==> config.mk <==
export PLATFORM = sky130hd
export DESIGN_NAME = seq_pattern_gen
export DESIGN_NICKNAME = d
export VERILOG_FILES = /design/src/rtl/seq_pkg.sv /design/src/rtl/seq_bit_counter.sv /design/src/rtl/seq_pattern_gen.sv
export SDC_FILE = /design/constraint.sdc
export NUM_CORES = 1
export LEC_CHECK = 0
export BUFFER_PORTS_ARGS = -buffer_cell sky130_fd_sc_hd__clkbuf_2
export CAP_MARGIN = 20
export CORE_MARGIN = 2
export CORE_UTILIZATION = 41
export DETAILED_ROUTE_END_ITERATION = 16
export HOLD_SLACK_MARGIN = 0.12
export SYNTH_ARGS = -nofsm -noshare
export SYNTH_HDL_FRONTEND = slang
export SYNTH_SLANG_ARGS = --single-unit
==> constraint.sdc <==
create_clock -name clk -period 3.6 [get_ports clk]
set_clock_uncertainty 0.2 [all_clocks]
set_input_delay 1.08 -clock clk [delete_from_list [all_inputs] [get_ports clk]]
set_output_delay 1.08 -clock clk [all_outputs]
set_load 0.01 [all_outputs]
==> src/rtl/seq_pkg.sv <==
// Shared types and constants for the serial pattern generator.
package seq_pkg;

  typedef enum logic [1:0] {
    IDLE,
    SHIFT,
    GAP,
    DONE
  } seq_state_t;

  localparam logic [3:0] DEFAULT_PATTERN = 4'b1010;

endpackage

==> src/rtl/seq_bit_counter.sv <==
// Loadable down-counter with a terminal-count flag; stops at zero.
module seq_bit_counter #(
  parameter int WIDTH = 4
) (
  input  logic             clk,
  input  logic             reset,
  input  logic             load,
  input  logic [WIDTH-1:0] load_val,
  input  logic             dec,
  output logic             tc
);

  logic [WIDTH-1:0] count;

  always_ff @(posedge clk) begin
    if (!reset) begin
      count <= '0;
    end else if (load) begin
      count <= load_val;
    end else if (dec && (count != '0)) begin
      count <= count - WIDTH'(1);
    end
  end

  assign tc = (count == '0);

endmodule

==> src/rtl/seq_pattern_gen.sv <==
// Serial pattern transmitter: shifts a latched pattern out MSB-first, repeat_cnt times.
// Define SEQ_GEN_GAP_EN to insert GAP_LEN zero bits between consecutive repeats.
module seq_pattern_gen
  import seq_pkg::*;
#(
  parameter int PAT_W   = 4,
  parameter int CNT_W   = 8,
  parameter int GAP_LEN = 1
) (
  input  logic             clk,
  input  logic             reset,
  input  logic             start,
  input  logic [PAT_W-1:0] pattern,
  input  logic [CNT_W-1:0] repeat_cnt,
  output logic             ser_out,
  output logic             ser_valid,
  output logic             busy,
  output logic             done
);

  localparam int BW = $clog2(PAT_W);

  seq_state_t       state, state_n;
  logic [PAT_W-1:0] pat_reg;
  logic [PAT_W-2:0] shreg;
  logic             out_n, valid_n, done_n;
  logic             pat_load, bit_load, bit_dec, rep_load, rep_dec;
  logic             bit_tc, rep_tc;

  seq_bit_counter #(.WIDTH(BW)) u_bit_cnt (
    .clk      (clk),
    .reset    (reset),
    .load     (bit_load),
    .load_val (BW'(PAT_W - 1)),
    .dec      (bit_dec),
    .tc       (bit_tc)
  );

  // Holds the repeats still owed after the current one, so tc means "last repeat".
  seq_bit_counter #(.WIDTH(CNT_W)) u_rep_cnt (
    .clk      (clk),
    .reset    (reset),
    .load     (rep_load),
    .load_val (repeat_cnt - CNT_W'(1)),
    .dec      (rep_dec),
    .tc       (rep_tc)
  );

`ifdef SEQ_GEN_GAP_EN
  localparam int GW = (GAP_LEN > 1) ? $clog2(GAP_LEN) : 1;
  logic gap_load, gap_dec, gap_tc;

  seq_bit_counter #(.WIDTH(GW)) u_gap_cnt (
    .clk      (clk),
    .reset    (reset),
    .load     (gap_load),
    .load_val (GW'(GAP_LEN - 1)),
    .dec      (gap_dec),
    .tc       (gap_tc)
  );
`else
  logic unused_gap_len;
  assign unused_gap_len = (GAP_LEN != 0);
`endif

  always_comb begin
    state_n  = state;
    out_n    = 1'b0;
    valid_n  = 1'b0;
    done_n   = 1'b0;
    pat_load = 1'b0;
    bit_load = 1'b0;
    bit_dec  = 1'b0;
    rep_load = 1'b0;
    rep_dec  = 1'b0;
`ifdef SEQ_GEN_GAP_EN
    gap_load = 1'b0;
    gap_dec  = 1'b0;
`endif
    case (state)
      IDLE: begin
        if (start) begin
          if (repeat_cnt != '0) begin
            state_n  = SHIFT;
            pat_load = 1'b1;
            bit_load = 1'b1;
            rep_load = 1'b1;
            out_n    = pattern[PAT_W-1];
            valid_n  = 1'b1;
          end else begin
            state_n = DONE;
            done_n  = 1'b1;
          end
        end
      end
      SHIFT: begin
        if (!bit_tc) begin
          bit_dec = 1'b1;
          out_n   = shreg[PAT_W-2];
          valid_n = 1'b1;
        end else if (rep_tc) begin
          state_n = DONE;
          done_n  = 1'b1;
        end else begin
          rep_dec = 1'b1;
          valid_n = 1'b1;
`ifdef SEQ_GEN_GAP_EN
          state_n  = GAP;
          gap_load = 1'b1;
`else
          bit_load = 1'b1;
          out_n    = pat_reg[PAT_W-1];
`endif
        end
      end
`ifdef SEQ_GEN_GAP_EN
      GAP: begin
        valid_n = 1'b1;
        if (gap_tc) begin
          state_n  = SHIFT;
          bit_load = 1'b1;
          out_n    = pat_reg[PAT_W-1];
        end else begin
          gap_dec = 1'b1;
        end
      end
`endif
      DONE:    state_n = IDLE;
      default: state_n = IDLE;
    endcase
  end

  // shreg holds the bits still to come in the current repeat, next one at the top.
  always_ff @(posedge clk) begin
    if (!reset) begin
      state     <= IDLE;
      ser_out   <= 1'b0;
      ser_valid <= 1'b0;
      done      <= 1'b0;
      pat_reg   <= '0;
      shreg     <= '0;
    end else begin
      state     <= state_n;
      ser_out   <= out_n;
      ser_valid <= valid_n;
      done      <= done_n;
      if (pat_load) begin
        pat_reg <= pattern;
        shreg   <= pattern[PAT_W-2:0];
      end else if (bit_load) begin
        shreg <= pat_reg[PAT_W-2:0];
      end else if (bit_dec) begin
        shreg <= shreg << 1;
      end
    end
  end

  assign busy = (state != IDLE);

endmodule
== Word level (Yosys, flattened, before mapping) ==
Cells that the tools add are included.

* Reductions and logical operators: 13
* Mux-type cells: 33
* $add $sub $neg: 3
* Eq/ne operators: 4

{| class="wikitable"
|+ Operator list
! cell !! number
|-
| $mux 1 || 17
|-
| $mux 8 || 2
|-
| $reduce_bool 8->1 || 2
|-
| $sub 8x1->8 const B || 2
|-
| $mux 2 || 6
|-
| $mux 3 || 3
|-
| $logic_not 8->1 || 1
|-
| $pmux 1 s2 || 4
|-
| $reduce_bool 2->1 || 4
|-
| $ne 2x2->1 const B || 3
|-
| $logic_not 2->1 || 2
|-
| $pmux 2 s2 || 1
|-
| $reduce_and 3->1 || 1
|-
| $reduce_bool 3->1 || 1
|-
| $eq 2x1->1 const B || 1
|-
| $logic_and 1x1->1 || 2
|-
| $sub 2x1->2 const B || 1
|}

* Input bits: 15
* Output and inout bits: 4
* Word-level logic and storage cells: 61
* Bits in registers: 22

== Depth between registers and ports, before layout ==
Gate-level depths: netlist of the first run.

* Depth after elaboration: 7
* Gate-level depth with buffers: 10
* Depth with buffers taken out: 8

== By module ==
From an unflattened synthesis of the first run, not the netlist that was laid out.

* Cells, all modules: 145
* Area total of the unflattened synthesis: 1316.3 um^2

{| class="wikitable"
|+ Modules (own cells, without submodules)
! module !! cells an instance !! seq. area each (um^2) !! area each (um^2) !! times used
|-
| seq_pattern_gen || 73 || 240.2 || 685.7 || 1
|-
| seq_bit_counter at u_rep_cnt || 58 || 160.2 || 508.0 || 1
|-
| seq_bit_counter at u_bit_cnt || 14 || 40.0 || 122.6 || 1
|}

== Worst setup path after synthesis of the first run ==
No wires, ideal clock.

* Path kind: input port to flip-flop
* Start: input start
* End: register u_rep_cnt.count[4]
* Stages on the path: 10
* Arrival: 3.114 ns
* Buffers on the path: 2
* Path slack: 0.198 ns
* Cell sequence: or3b_1 > buf_6 > a31oi_4 > buf_2 > mux2i_1 > ha_1 > nor3b_1 > mux2i_1 > and3_1 > nor4_2

* Longest elaborated chain between the ends: 3
* Elaborated cells on any way between the ends: 4
* Those cells by class: mux (3); reduce/logical (1)

{| class="wikitable"
|+ Ends and longest elaborated chain
! what !! RTL line !! source
|-
| start: declaration || seq_pattern_gen.sv:12 || <nowiki>input logic start,</nowiki>
|-
| $mux 1 * || seq_pattern_gen.sv:82 || <nowiki>if (start) begin</nowiki>
|-
| $mux 1 * || seq_pattern_gen.sv:80 || <nowiki>case (state)</nowiki>
|-
| $mux 8 / $reduce_bool 2->1 (equally long branches) || - ||
|-
| end signal: assignment || seq_bit_counter.sv:19 || <nowiki>count <= load_val;</nowiki>
|-
| end signal: assignment || seq_bit_counter.sv:21 || <nowiki>count <= count - WIDTH'(1);</nowiki>
|-
| end: declaration || seq_bit_counter.sv:13 || <nowiki>logic [WIDTH-1:0] count;</nowiki>
|}

Every way passes the cells marked *; elsewhere a longest branch is shown, timed or not.
A chain may end at the register's enable or synchronous reset.

== Final worst setup path of the first run ==
Same ends and word-level chain as after synthesis.

==> results.cfg, run 1 <==
[die]
core_um2 = 2805
ios = 19
dieArea_um2 = 3467
die_w_um = 58.88
die_h_um = 58.88
initial_utilization = 0.4402
rows = 19

[worst_setup_path]
crit_type = in -> reg
cp_max_fo = 7
r2r_slack_ns = 0.93
critPathArrivalTime_ns = 3.16
worst_r2r_endpoint = u_rep_cnt.count[4]
r2r_cells = 8
rr_startpoint = state[1]
cp-start-kind = input pin
required_ns = 3.65
crit_path_end_kind = register

[synthesis]
yosys-top-cells-count = dfxtp_1, nor2_1, nand2_1
synth_top_area_frac = 0.3566
synth.distinct_cells = 48
ys.flop_type = dfxtp_1
synth_edf_count = 0
avgSynthCellArea_um2 = 8.636
syn_inst = 143
synthArstFlopShare = 0
yosys.cell_count.top_type = dfxtp_1
synth-warning-count = 0
synth_seq_cells = 22
synth_area_leader_cell = dfxtp_1
synthesis.nets = 160
seq_area_frac_synth = 0.3566
synthTopCellsByArea = dfxtp_1, nor2_1, a21oi_1, mux2i_1, nand2_1
syn_area_um2 = 1235

[clock_tree]
root_buffer = clkbuf_4
cts_setup_buffers = 0
cts_buffers = 3
clock_latency_ns = 0.32
clockBufferDepth = 2
cts_resized = 0
tritoncts = built
htree_levels = 1
clkTransAtPathRegs_ns = 0.14
cts_hold_buf = 0
cts_sinks = 22

[detailed_routing]
drc = 2
vias = 1167
wl_per_cell_um = 15.24
wl_mm = 2.942
drt_iter0_drc = 103
vias_per_cell = 6.047
drtPass1Iterations = 10
ant_nets = 0

[global_routing]
grt_usage = 0.1845
grt_pass1_wl_mm = 4.843
antenna_found_initial = 0
grt_max_degree = 17
overflow = 0
grt_pass1_vias = 1095

[sta]
setup_viol = 0
fin_crit_sh = 0.8650
fmax_mhz = 321.1
period_needed_ns = 3.114
hold_viol = 0
maxSlewHeadroom = 0.6154
slew_viol_final = 0
tightestPinTransition_ns = 0.5762
rsz0062_at_grt = no
tns_ns = 0

[outcome]
status = finished with violations
violations = design-rule violations

[finish]
n_fill_cell = 293
finalNonFillerCells = 193
multiInputGateArea_um2 = 740.7
area_growth_pct = 12.77
ff_latch_area_um2 = 440.4
n_antenna_cell = 0
nNetsFinal = 180
layout-drive-gt1-share = 0.2099
largest_reg_flops = 8

[place]
gp_congestion = 0.8538
dp.cells = 189
port-buffer-count = 18
place_hpwl_mm = 2.175

[power_and_ir_drop]
p_sw_frac = 0.3305
comb_power_share = 0.304
power_density_nw_per_um2 = 515.9
netSwitchingPower_mw = 0.2374
p_int_mw = 0.4811
p_leak_nw = 0.5549
seq_power_share = 0.424
pwr-share-clk = 0.272
ir_drop_uv = 259.9

[flow_run]
maxCapViolCount = 0

[worst_hold_path]
hp-class = reg -> reg
hold_depth = 2
hp-start = pat_reg[2]
holdPathEnd = pat_reg[2]
==> routing by layer <==
layer  track usage  wire [um]  vias up
li1              -          -      571
met1        0.2138       1292      553
met2        0.3190       1450       38
met3       0.04835        148        5
met4       0.07792         50        0
met5             0          0        -
==> worst max path at each step <==
stage / cells after the start / startpoint / end
after floorplan: 10 / start / u_rep_cnt.count[4]
after global placement: 9 / start / u_rep_cnt.count[4]
after detailed placement: 9 / start / u_rep_cnt.count[4]
after CTS: 9 / start / u_rep_cnt.count[4]
after global routing: 9 / start / u_rep_cnt.count[6]
final: 9 / start / u_rep_cnt.count[4]
==> through the flow <==
| stage | setup slack, ns | utilization | cell area (um^2) | hold WS, ns | total power [mW] |
|---|---|---|---|---|---|
| 2_1_floorplan | 0.1981 | - | 1235 | 0.2319 | 0.4724 |
| 3_3_place_gp | 0.2444 | 0.4777 | 1340 | 0.2444 | 0.5203 |
| 3_5_place_dp | 0.1461 | 0.4777 | 1340 | 0.2467 | 0.5258 |
| 4_1_cts | 0.4839 | 0.4964 | 1393 | 0.2643 | 0.7207 |
| 5_1_grt | 0.3192 | 0.4964 | 1393 | 0.2874 | 0.7653 |
| 6_report | 0.4861 | 0.4964 | 1393 | 0.2609 | 0.7185 |
==> area by class of cell <==
class	instances	area share
clock inverter	1	0.02156
inverter	4	0.01078
timing repair buffer	20	0.07547
clock buffer	3	0.01617
sequential	22	0.3163
multi-input combinational	112	0.5319
tap	31	0.02785
==> placed cells by master (no fill, tap or decap), drive strengths merged, types with 2 or more instances in the layout <==
master and n:
buf 2, inv 4, clkbuf 21, a31oi 4, nor3 8, nand2b 3
nand2 12, or2 3, nand3 3, nor2 17, or3 3, a22oi 4
dfxtp 22, a221oi 2, mux2i 5, ha 2, xnor2 3, a2bb2oi 2
o211ai 2, nor4 4, o21ai 5, nor3b 2, o31ai 2, and3 2
a21oi 11
==> power by group through the flow <==
stage / sequential (mW) / clock, mW / combinational [mW]
floorplan: 0.302 / 0 / 0.170
global placement: 0.308 / 0 / 0.213
finish: 0.304 / 0.195 / 0.219
detailed placement: 0.309 / 0 / 0.217
CTS: 0.304 / 0.198 / 0.218
global route: 0.308 / 0.212 / 0.245
==> kinds of logic after synthesis <==
group                    share of synthesized area
flip-flops                                  0.3566
buffers and inverters                      0.04356
XOR/XNOR                                   0.02128
adder cells (fa/ha/maj)                    0.02026
AND/OR/NAND/NOR                             0.2776
multiplexers                               0.04053
AO/OA/AOI/OAI                               0.2401
==> critical path, cell delays in order <==
cell and delay, ns:
clkbuf_2 0.10, or3b_1 0.40, a31oi_4 0.29, mux2i_1 0.28, ha_1 0.29, nor3b_1 0.22, mux2i_1 0.12, and3_1 0.19
nor4_2 0.20
Power figures use the tool's default switching activity.
==> run 2, diff against run 1 <==
--- a/config.mk
+++ b/config.mk
@@ -11,6 +11,8 @@
 export CORE_UTILIZATION = 41
 export DETAILED_ROUTE_END_ITERATION = 16
 export HOLD_SLACK_MARGIN = 0.12
+export RECOVER_POWER = 25
+export SETUP_SLACK_MARGIN = 0.2
 export SYNTH_ARGS = -nofsm -noshare
 export SYNTH_HDL_FRONTEND = slang
 export SYNTH_SLANG_ARGS = --single-unit
==> run 2 against run 1 <==
Largest cell class unchanged; sequential power is essentially flat; worst hold slack gained 0.0028 ns; cell count grew 0.52%; power shrank 8.3%; maximum frequency grew 2.9%; combinational power is essentially flat; the flow still finishes with violations (design-rule violations); critical path depth is the same; setup slack gained 0.086 ns; global-route usage grew 0.34 points; highest routed layer unchanged; clock power shrank 30%.
==> results.cfg, run 2 (synthesis results as in run 1) <==
[sta]
rsz0062_at_grt = no
slew_viol_final = 0
tns_ns = 0
hold_slack_ns = 0.2637
hold_viol = 0
setup_viol = 0
setup_slack_ns = 0.5725
period_needed_ns = 3.028
maxSlewHeadroom = 0.6039
fin_crit_sh = 0.8410
fmax_mhz = 330.3
tightestPinTransition_ns = 0.5935

[detailed_routing]
wl_mm = 2.969
wl_per_cell_um = 15.30
vias = 1167
drtPass1Iterations = 10
drt_iter0_drc = 76
vias_per_cell = 6.015
drc = 2
ant_nets = 0

[worst_setup_path]
crit_type = in -> reg
worst_path_most_repeated_cell = mux2i_1
critPathArrivalTime_ns = 3.06
required_ns = 3.63
cp-start-kind = input pin
critPathSlowestCell = or3b_1
crit_path_end_kind = register
cp_max_fo = 7
max_stage_delay_ns = 0.41
path_cells = clkbuf_1 > or3b_1 > a31oi_4 > mux2i_1 > ha_1 > nor3b_1 > mux2i_1 > and3_1 > nor4_2
r2r_cells = 8

[global_routing]
grtUsageMet2 = 0.3016
grt_max_degree = 17
antenna_found_initial = 0
overflow = 0
grt_usage = 0.1879
met1_usage = 0.2361
globalRouteMet3Util = 0.03516
grt_pass1_vias = 1160
grt_pass1_wl_mm = 5.085
gr-max-usage-layer = met2

[clock_tree]
cts_setup_buffers = 0
tritoncts = built
cts_buffers = 3
clkTransAtPathRegs_ns = 0.13
root_buffer = clkbuf_4
clock_latency_ns = 0.31
cts_hold_buf = 0
htree_levels = 1
clockBufferDepth = 2
cts_sinks = 22
cts_resized = 0

[outcome]
violations = design-rule violations
status = finished with violations

[finish]
area_growth_pct = 11.25
n_fill_cell = 285
nNetsFinal = 181
final_common_cell = dfxtp_1
finalNonFillerCells = 194
design_area_um2 = 1374
layout-drive-gt1-share = 0.1779
n_antenna_cell = 0
layout_common_cells = dfxtp_1, nor2_1, clkbuf_2, nand2_1, a21oi_1
fin_util = 0.4897
largest_reg_flops = 8

[die]
rows = 19
die_w_um = 58.88
ios = 19
initial_utilization = 0.4402
dieArea_um2 = 3467
core_um2 = 2805
die_h_um = 58.88

[place]
dpl_cell_area_um2 = 1348
gp_congestion = 0.8974
port-buffer-count = 18
place_hpwl_mm = 2.221
dp.cells = 190
pre_cts_ws_ns = 0.2472

[flow_run]
maxCapViolCount = 0

[power_and_ir_drop]
power_mw = 0.6589
ir_drop_uv = 215.6
p_leak_nw = 0.5336
power_density_nw_per_um2 = 479.6

[worst_hold_path]
hp-class = reg -> reg
hold_depth = 2
run 2: metal layers:
metal / vias up / wire (um)
li1: 569 / -
met1: 561 / 1381
met2: 32 / 1393
met3: 5 / 145
met4: 0 / 49
met5: - / 0
run 2: worst paths after layout:
kind,start,end,slack (ns)
worst max-delay path,start,u_rep_cnt.count[4],0.57
worst min-delay path,pat_reg[3],pat_reg[3],0.26
worst max register to register,state[1],u_rep_cnt.count[4],1.07
worst min register to register,pat_reg[3],pat_reg[3],0.26
run 2: report_power, final:
group | leakage [nW] | switching [mW] | internal, mW | total [mW]
combinational | 0.331 | 0.126 | 0.0941 | 0.220
sequential | 0.182 | 0.0292 | 0.274 | 0.303
clock | 0.0210 | 0.0740 | 0.0616 | 0.136
total | 0.534 | 0.229 | 0.430 | 0.659
run 2: critical path: cells and delay by family:
kind,cells,cell delay [ns]
compound gates,1,0.22
fa+ha+maj,1,0.30
buf+inv,1,0.11
mux,2,0.38
simple gates,4,0.99
run 2: area by class of cell:
class	instances	area, um^2	share of cell area
Clock buffer	4	36.28	0.02641
Inverter	4	15.01	0.01093
Multi-Input combinational cell	112	740.7	0.5392
Sequential cell	22	440.4	0.3206
Tap cell	31	38.79	0.02823
Timing Repair Buffer	21	102.6	0.07468
==> run 3, diff against run 2 <==
==> constraint.sdc (replaced) <==
create_clock -name clk -period 2.9 [get_ports clk]
set_clock_uncertainty 0.2 [all_clocks]
set_input_delay 0.87 -clock clk [delete_from_list [all_inputs] [get_ports clk]]
set_output_delay 0.87 -clock clk [all_outputs]
set_load 0.01 [all_outputs]
==> run 3 against run 2 <==
The run still ends with design-rule violations left; register-to-register slack lost 0.52 ns; first-iteration DRC count down 29%; setup slack got worse by 0.35 ns; via count is essentially flat; final area rose by 5.9%; non-clock buffer count up 8; critical path depth stayed put; global-route usage increased by 0.24 points; flip-flop and latch count unchanged; largest power group unchanged.
==> results.cfg, run 3 (synthesis results as in run 1) <==
[outcome]
status = finished with violations
violations = design-rule violations

[global_routing]
grt_pass1_wl_mm = 5.078
antenna_found_initial = 0
grt_pass1_vias = 1117
grt_usage = 0.1902
grt_max_degree = 17
overflow = 0

[clock_tree]
cts_buffers = 3
clock_latency_ns = 0.32
cts_sinks = 22
tritoncts = built
cts_hold_buf = 0
clkTransAtPathRegs_ns = 0.13
clockBufferDepth = 2
root_buffer = clkbuf_4
htree_levels = 1

[sta]
fin_crit_sh = 0.9238
slew_viol_final = 0
tightestPinTransition_ns = 0.5849
hold_viol = 0
period_needed_ns = 2.679
setup_viol = 0
setup_slack_ns = 0.2211
fmax_mhz = 373.3
rsz0062_at_grt = no
maxSlewHeadroom = 0.6096
hold_slack_ns = 0.2605

[die]
core_um2 = 2805
die_w_um = 58.88
initial_utilization = 0.4402
die_h_um = 58.88
rows = 19
dieArea_um2 = 3467
ios = 19

[place]
port-buffer-count = 18
pre_cts_ws_ns = -0.1032
gp_congestion = 0.8184
place_hpwl_mm = 2.310
dp.cells = 196

[worst_setup_path]
cp_max_fo = 5
critPathArrivalTime_ns = 2.73
crit_type = in -> reg
crit_path_end_kind = register
required_ns = 2.95
r2r_slack_ns = 0.55
cp-start-kind = input pin
rr_startpoint = state[1]
r2r_cells = 8
worst_r2r_endpoint = u_rep_cnt.count[4]

[power_and_ir_drop]
p_int_mw = 0.5554
power_density_nw_per_um2 = 588.6
comb_power_share = 0.349
p_leak_nw = 0.5775
netSwitchingPower_mw = 0.3011
pwr-share-clk = 0.210
ir_drop_uv = 325.0
p_sw_frac = 0.3516
seq_power_share = 0.441

[finish]
area_growth_pct = 17.83
final_common_cell = dfxtp_1
largest_reg_flops = 8
n_antenna_cell = 0
fin_util = 0.5187
layout_common_cells = dfxtp_1, nor2_1, clkbuf_2, nand2_1, a21oi_1
layout-drive-gt1-share = 0.2515
finalNonFillerCells = 202
nNetsFinal = 189
n_fill_cell = 294

[detailed_routing]
wl_mm = 3.054
drt_iter0_drc = 54
drc = 2
wl_per_cell_um = 15.12
vias_per_cell = 5.782
ant_nets = 0
vias = 1168
drtPass1Iterations = 10

[worst_hold_path]
hp-start = pat_reg[3]
hold_depth = 2
holdPathEnd = pat_reg[3]
hp-class = reg -> reg

[flow_run]
maxCapViolCount = 0
==> run 3: per-stage QoR <==
step           setup TNS [ns]  instance area [um^2]  power [mW]
2_1_floorplan         -0.1639                  1254      0.5917
3_3_place_gp                0                  1405      0.6620
3_5_place_dp          -0.1707                  1405      0.6704
4_1_cts                     0                  1441      0.8499
5_1_grt                     0                  1455      0.9129
6_report                    0                  1455      0.8565
==> run 3: worst max path at each step <==
stage                  startpoint            endpoint  slack [ns]  cells past startpoint
finish              repeat_cnt[5]  u_rep_cnt.count[2]        0.22                      9
global placement            start  u_rep_cnt.count[4]       0.007                      9
CTS                         start  u_rep_cnt.count[6]        0.24                      9
global route        repeat_cnt[5]  u_rep_cnt.count[6]        0.18                      7
detailed placement          start  u_rep_cnt.count[6]       -0.10                      9
floorplan                   start  u_rep_cnt.count[4]       -0.09                     10
==> run 3: worst max-delay path: stages <==
cell      delay, ns
clkbuf_2       0.12
nor3_1         0.49
a31oi_4        0.18
mux2i_2        0.19
ha_2           0.21
buf_4          0.13
buf_4          0.13
or2_2          0.28
a31oi_1        0.14
==> run 3: layout make-up <==
cell class,count,area (um^2),area share
multi-input cells,112,760.7,0.5228
flip-flops and latches,22,440.4,0.3027
repair buffers,29,163.9,0.1126
well taps,31,38.79,0.02666
clock buffers,4,36.28,0.02494
inverters,4,15.01,0.01032
==> run 3: power groups by stage <==
| stage | registers, mW | logic [mW] | clock network (mW) |
|---|---|---|---|
| after CTS | 0.376 | 0.289 | 0.185 |
| after global routing | 0.383 | 0.335 | 0.195 |
| final | 0.378 | 0.299 | 0.180 |
| after floorplan | 0.376 | 0.216 | 0 |
| after detailed placement | 0.383 | 0.287 | 0 |
| after global placement | 0.382 | 0.280 | 0 |
==> run 3: metal layers <==
metal  GRT usage  share of wire  vias to the layer above
li1            -              -                      582
met1      0.2514           0.46                      555
met2      0.3175           0.48                       23
met3     0.02198          0.037                        8
met4     0.07143          0.017                        0
met5           0              0                        -
==> run 3: repair_timing <==
item	CTS	global route
setup endpoints to repair	0	2
setup buffers	0	2
gates resized for setup	0	4
